File: config.mk
export PLATFORM = sky130hd
export DESIGN_NAME = oc8051_cxram_loader
export DESIGN_NICKNAME = d
export VERILOG_FILES = /design/src/rtl/oc8051_cxram_loader.sv
export SDC_FILE = /design/constraint.sdc
export NUM_CORES = 1
export LEC_CHECK = 0
export CORE_ASPECT_RATIO = 1.25
export CORE_MARGIN = 1
export CORE_UTILIZATION = 48
export CTS_BUF_LIST = sky130_fd_sc_hd__clkbuf_16
export CTS_CLUSTER_SIZE = 30
export DETAILED_ROUTE_END_ITERATION = 10
export GPL_ROUTABILITY_DRIVEN = 0
export GPL_TIMING_DRIVEN = 0
export PLACE_DENSITY = 0.78
export SLEW_MARGIN = 25
export SYNTH_ARGS = -nofsm -noshare
export SYNTH_HDL_FRONTEND = slang
export SYNTH_SLANG_ARGS = --single-unit
File: constraint.sdc
create_clock -name clk -period 4.5 [get_ports clk]
set_input_delay 1.125 -clock clk [delete_from_list [all_inputs] [get_ports clk]]
set_output_delay 1.125 -clock clk [all_outputs]
set_load 0.1 [all_outputs]
File: src/rtl/oc8051_cxram_loader.sv
// Streams program bytes into 32-bit code-memory words, one masked write per
// filled (or final partial) word, with length checking and load status.
module oc8051_cxram_loader #(
    parameter int ROMSIZE = 182,
    parameter int ADDR_W  = 16
) (
    input  logic              clk,
    input  logic              rst,
    input  logic              start,
    input  logic [ADDR_W-1:0] len,
    input  logic [7:0]        byte_in,
    input  logic              byte_valid,
    output logic              byte_ready,
    output logic              wr_en,
    output logic [ADDR_W-1:0] wr_addr,
    output logic [31:0]       wr_data,
    output logic [3:0]        wr_mask,
    output logic              busy,
    output logic              done,
    output logic              err,
    output logic [ADDR_W-1:0] byte_count
);

    typedef enum logic [1:0] {IDLE, LOAD, FLUSH, DONE} state_t;

    state_t            state;
    state_t            state_next;
    logic [ADDR_W-1:0] len_q;
    logic [31:0]       pack_data;
    logic [3:0]        pack_mask;
    logic [1:0]        lane;
    logic              accept;
    logic              len_ok;
    logic              last_byte;
    logic              word_full;
    logic [31:0]       merged_data;
    logic [3:0]        merged_mask;

    assign byte_ready  = (state == LOAD);
    assign busy        = (state != IDLE);
    assign done        = (state == DONE);

    // The byte address of the incoming byte is the running count itself.
    assign lane        = byte_count[1:0];
    assign accept      = byte_ready && byte_valid;
    assign len_ok      = (len != '0) && (len <= ADDR_W'(ROMSIZE));
    assign last_byte   = (byte_count + ADDR_W'(1)) == len_q;
    assign word_full   = (lane == 2'd3) || last_byte;
    assign merged_data = pack_data | ({24'd0, byte_in} << {lane, 3'b000});
    assign merged_mask = pack_mask | (4'b0001 << lane);

    always_ff @(posedge clk or posedge rst) begin
        if (rst) begin
            state <= IDLE;
        end else begin
            state <= state_next;
        end
    end

    always_comb begin
        state_next = state;
        case (state)
            IDLE:    if (start && len_ok) state_next = LOAD;
            LOAD:    if (accept && last_byte) state_next = FLUSH;
            FLUSH:   state_next = DONE;
            DONE:    state_next = IDLE;
            default: state_next = IDLE;
        endcase
    end

    // Packing buffer empties on the same edge it moves to wr_data, so the
    // next byte can be taken while the write strobe is high.
    always_ff @(posedge clk or posedge rst) begin
        if (rst) begin
            len_q      <= '0;
            byte_count <= '0;
            err        <= 1'b0;
            pack_data  <= '0;
            pack_mask  <= '0;
            wr_en      <= 1'b0;
            wr_addr    <= '0;
            wr_data    <= '0;
            wr_mask    <= '0;
        end else begin
            wr_en <= 1'b0;
            if (state == IDLE && start) begin
                if (len_ok) begin
                    len_q      <= len;
                    byte_count <= '0;
                    err        <= 1'b0;
                    pack_data  <= '0;
                    pack_mask  <= '0;
                end else begin
                    err <= 1'b1;
                end
            end
            if (accept) begin
                byte_count <= byte_count + ADDR_W'(1);
                if (word_full) begin
                    wr_en     <= 1'b1;
                    wr_addr   <= byte_count >> 2;
                    wr_data   <= merged_data;
                    wr_mask   <= merged_mask;
                    pack_data <= '0;
                    pack_mask <= '0;
                end else begin
                    pack_data <= merged_data;
                    pack_mask <= merged_mask;
                end
            end
        end
    end

endmodule

==> results.py <==
metrics = {
    "run_status": {
        "status": "finished, final reports clean",
    },
    "timing": {
        "setup_violations": 0,
        "setup_slack_ns": 0.858,
        "holdWs_ns": 0.494,
        "drv_slew": 0,
        "min_period_ns": 3.64,
        "max_freq_mhz": 275,
        "slew_headroom_pct": 32.7,
        "clock_skew_ns": 0.00845,
        "worstMarginPinSlew_ns": 1.01,
        "rsz0062_at_grt": "no",
        "setup-tns-final_ns": 0,
        "final-hold-violation-count": 0,
        "period_share_pct": 80.9,
    },
    "clock_tree": {
        "cts_hold_buffers": 0,
        "cts.clk_slew.worst_paths_ns": 0.06,
        "insertion_delay_ns": 0.42,
        "cts_sinks": 122,
        "htree_levels": 4,
        "root_buffer": "clkbuf_16",
        "clock_path_buffers": 2,
        "post_cts_buffers": 0,
        "cts_buffers": 17,
        "tritoncts": "built",
        "cts_resized": 0,
    },
    "logic_synthesis": {
        "synth_edf_count": 0,
        "synth-seq-area-share_pct": 51.6,
        "synthesis.area_sq_mm": 0.00592,
        "syn_area_per_cell_sq_um": 11.2,
        "ys_ff_latch": 122,
        "netlist-cell-type-count": 54,
        "synthCells": 528,
        "ys_warn_count": 0,
        "synth-main-ff-cell": "dfrtp_1",
        "async_reset_ff_share_pct": 100,
    },
    "place": {
        "dpl_cell_area_sq_mm": 0.00706,
        "hpwl_microns": 10900,
        "port_buffers": 90,
        "post-place-ws_ns": 0.433,
    },
    "routing": {
        "first_pass_iters": 5,
        "dr_wl_met2_microns": 8070,
        "drt-total-wl_microns": 15700,
        "routed.top_layer": "met4",
        "drc_errors": 0,
        "wl_met3_microns": 1040,
        "postRouteAntennaNets": 0,
        "routedWlPerCell_microns": 19.3,
        "dr_total_vias": 4922,
        "wl_met1_microns": 5880,
        "drt_iter0_drc": 248,
        "via_per_inst": 6.03,
    },
    "grt": {
        "grt_pass1_vias": 5107,
        "grt_max_degree": 71,
        "grt_overflow": 0,
        "grt_pass1_wl_microns": 25800,
        "grt_antenna_before_repair": 0,
        "grtUsageTotal_pct": 26.5,
    },
    "setup_path": {
        "crit_arrival_ns": 3.92,
        "cp-end-kind": "register",
        "crit_path_start_kind": "input port",
        "required_ns": 4.78,
        "path_class": "in2reg",
        "worst-path-max-fanout": 10,
    },
    "floorplanning": {
        "die_w_microns": 101,
        "pin_count": 101,
        "die_area_sq_mm": 0.0128,
        "initial_core_util_pct": 48.9,
        "rows": 45,
        "die_h_microns": 126,
        "coreArea_sq_mm": 0.0121,
    },
    "final_layout": {
        "drive_above_1_share_pct": 14.3,
        "most-common-layout-cells": "122 x dfrtp_1, 90 x clkdlybuf4s50_1, 61 x nor2_1",
        "design_area_sq_mm": 0.00764,
        "syn2layout_area_growth_pct": 29.1,
        "diodes": 0,
        "final_common_cell": "dfrtp_1",
        "nNetsFinal": 676,
    },
    "worst_hold_path": {
        "hp-class": "reg2reg",
    },
    "power_and_ir_drop": {
        "leakagePower_nw": 3.26,
        "vdd_drop_max_uv": 642,
        "powerDensity_mw_per_mm2": 770,
    },
    "job": {
        "drv_cap": 0,
    },
}
## layer usage
metal | track usage (%) | vias to the layer above
li1 | - | 2175
met1 | 31.0 | 2431
met2 | 43.7 | 252
met3 | 6.38 | 64
met4 | 16.0 | 0
met5 | 0 | -
## worst max-delay path: stages
cell and delay [ns]:
clkdlybuf4s50_1 0.40, nor4_1 0.26, nand4b_1 0.12, or4_1 0.46
nor4_1 0.42, nor2_1 0.29, a21oi_4 0.31, clkbuf_1 0.41
nor2_1 0.11
## area by class of cell
type	instances	area [sq um]
well taps	164	205
flip-flops and latches	122	3050
repair buffers	91	928
clock buffers	17	425
plain buffers	52	283
multi-input cells	344	2540
inverters	11	46.3
fillers	939	4470
clock inverters	15	151
## cell usage after synthesis, types with 2 or more instances
master / n / share of area, %
nand3_2: 2 / 0.34
clkbuf_1: 26 / 1.6
nor4_1: 4 / 0.42
ha_1: 9 / 1.9
mux2_4: 14 / 3.6
inv_1: 11 / 0.70
mux2_2: 8 / 1.5
nor4_2: 3 / 0.63
buf_6: 4 / 0.76
o21ai_0: 23 / 1.9
a211oi_1: 33 / 4.2
and2_1: 2 / 0.21
nand3_1: 9 / 0.76
a2bb2oi_2: 2 / 0.51
a41oi_1: 32 / 4.7
a2bb2oi_1: 33 / 4.9
or4_1: 3 / 0.38
o41ai_1: 2 / 0.30
xnor2_1: 19 / 2.8
nand2_1: 17 / 1.1
a21oi_1: 7 / 0.59
nor2_1: 61 / 3.9
nor3_1: 4 / 0.34
a21oi_4: 2 / 0.55
and3_1: 4 / 0.42
dfrtp_1: 122 / 52
o31ai_1: 9 / 1.1
a31oi_1: 5 / 0.53
buf_1: 2 / 0.13
nand4_1: 4 / 0.42
nor2b_1: 9 / 0.95
buf_2: 14 / 1.2
nand4_2: 2 / 0.42
buf_4: 3 / 0.38
xor2_1: 5 / 0.74
## power by group
group | switching (mW) | leakage, nW | internal [mW] | total, mW
Sequential | 0.202 | 1.60 | 1.40 | 1.60
Clock | 0.509 | 0.269 | 0.811 | 1.32
Combinational | 2.21 | 1.40 | 0.753 | 2.96
Total | 2.92 | 3.26 | 2.96 | 5.88
## registers in the layout, summed over array words and instances (netlist names)
register    flops
len_q          16
pack_mask       4
wr_addr        14
err             1
wr_data        32
wr_en           1
pack_data      32
byte_count     16
state           2
wr_mask         4
## final timing paths
| path | from | endpoint | cells past startpoint | slack [ns] |
|---|---|---|---|---|
| max | len[13] | pack_data[3] | 9 | 0.86 |
| min | pack_mask[1] | pack_mask[1] | 2 | 0.49 |
| max reg2reg | byte_count[1] | wr_addr[2] | 12 | 1.03 |
| min reg2reg | pack_mask[1] | pack_mask[1] | 2 | 0.49 |
| max in group asynchronous | rst | wr_data[21] | 3 | 2.63 |
| min in group asynchronous | rst | wr_addr[13] | 2 | 1.20 |
## stage by stage
step	util, %	total power, mW	cells
final	63.1	5.88	816
after global placement	58.0	4.50	783
after detailed placement	58.3	4.56	784
after floorplan	-	3.84	529
after CTS	63.1	5.89	816
after global routing	63.1	6.11	816
## logic make-up after synthesis
family | share of synthesized area [%]
XOR/XNOR | 3.93
buffers and inverters | 5.48
flip-flops | 51.6
multiplexers | 5.24
other | 0.0634
AND/OR/NAND/NOR | 11.6
adder cells (fa/ha/maj) | 1.90
AO/OA/AOI/OAI | 20.2
Power figures use the tool's default switching activity.
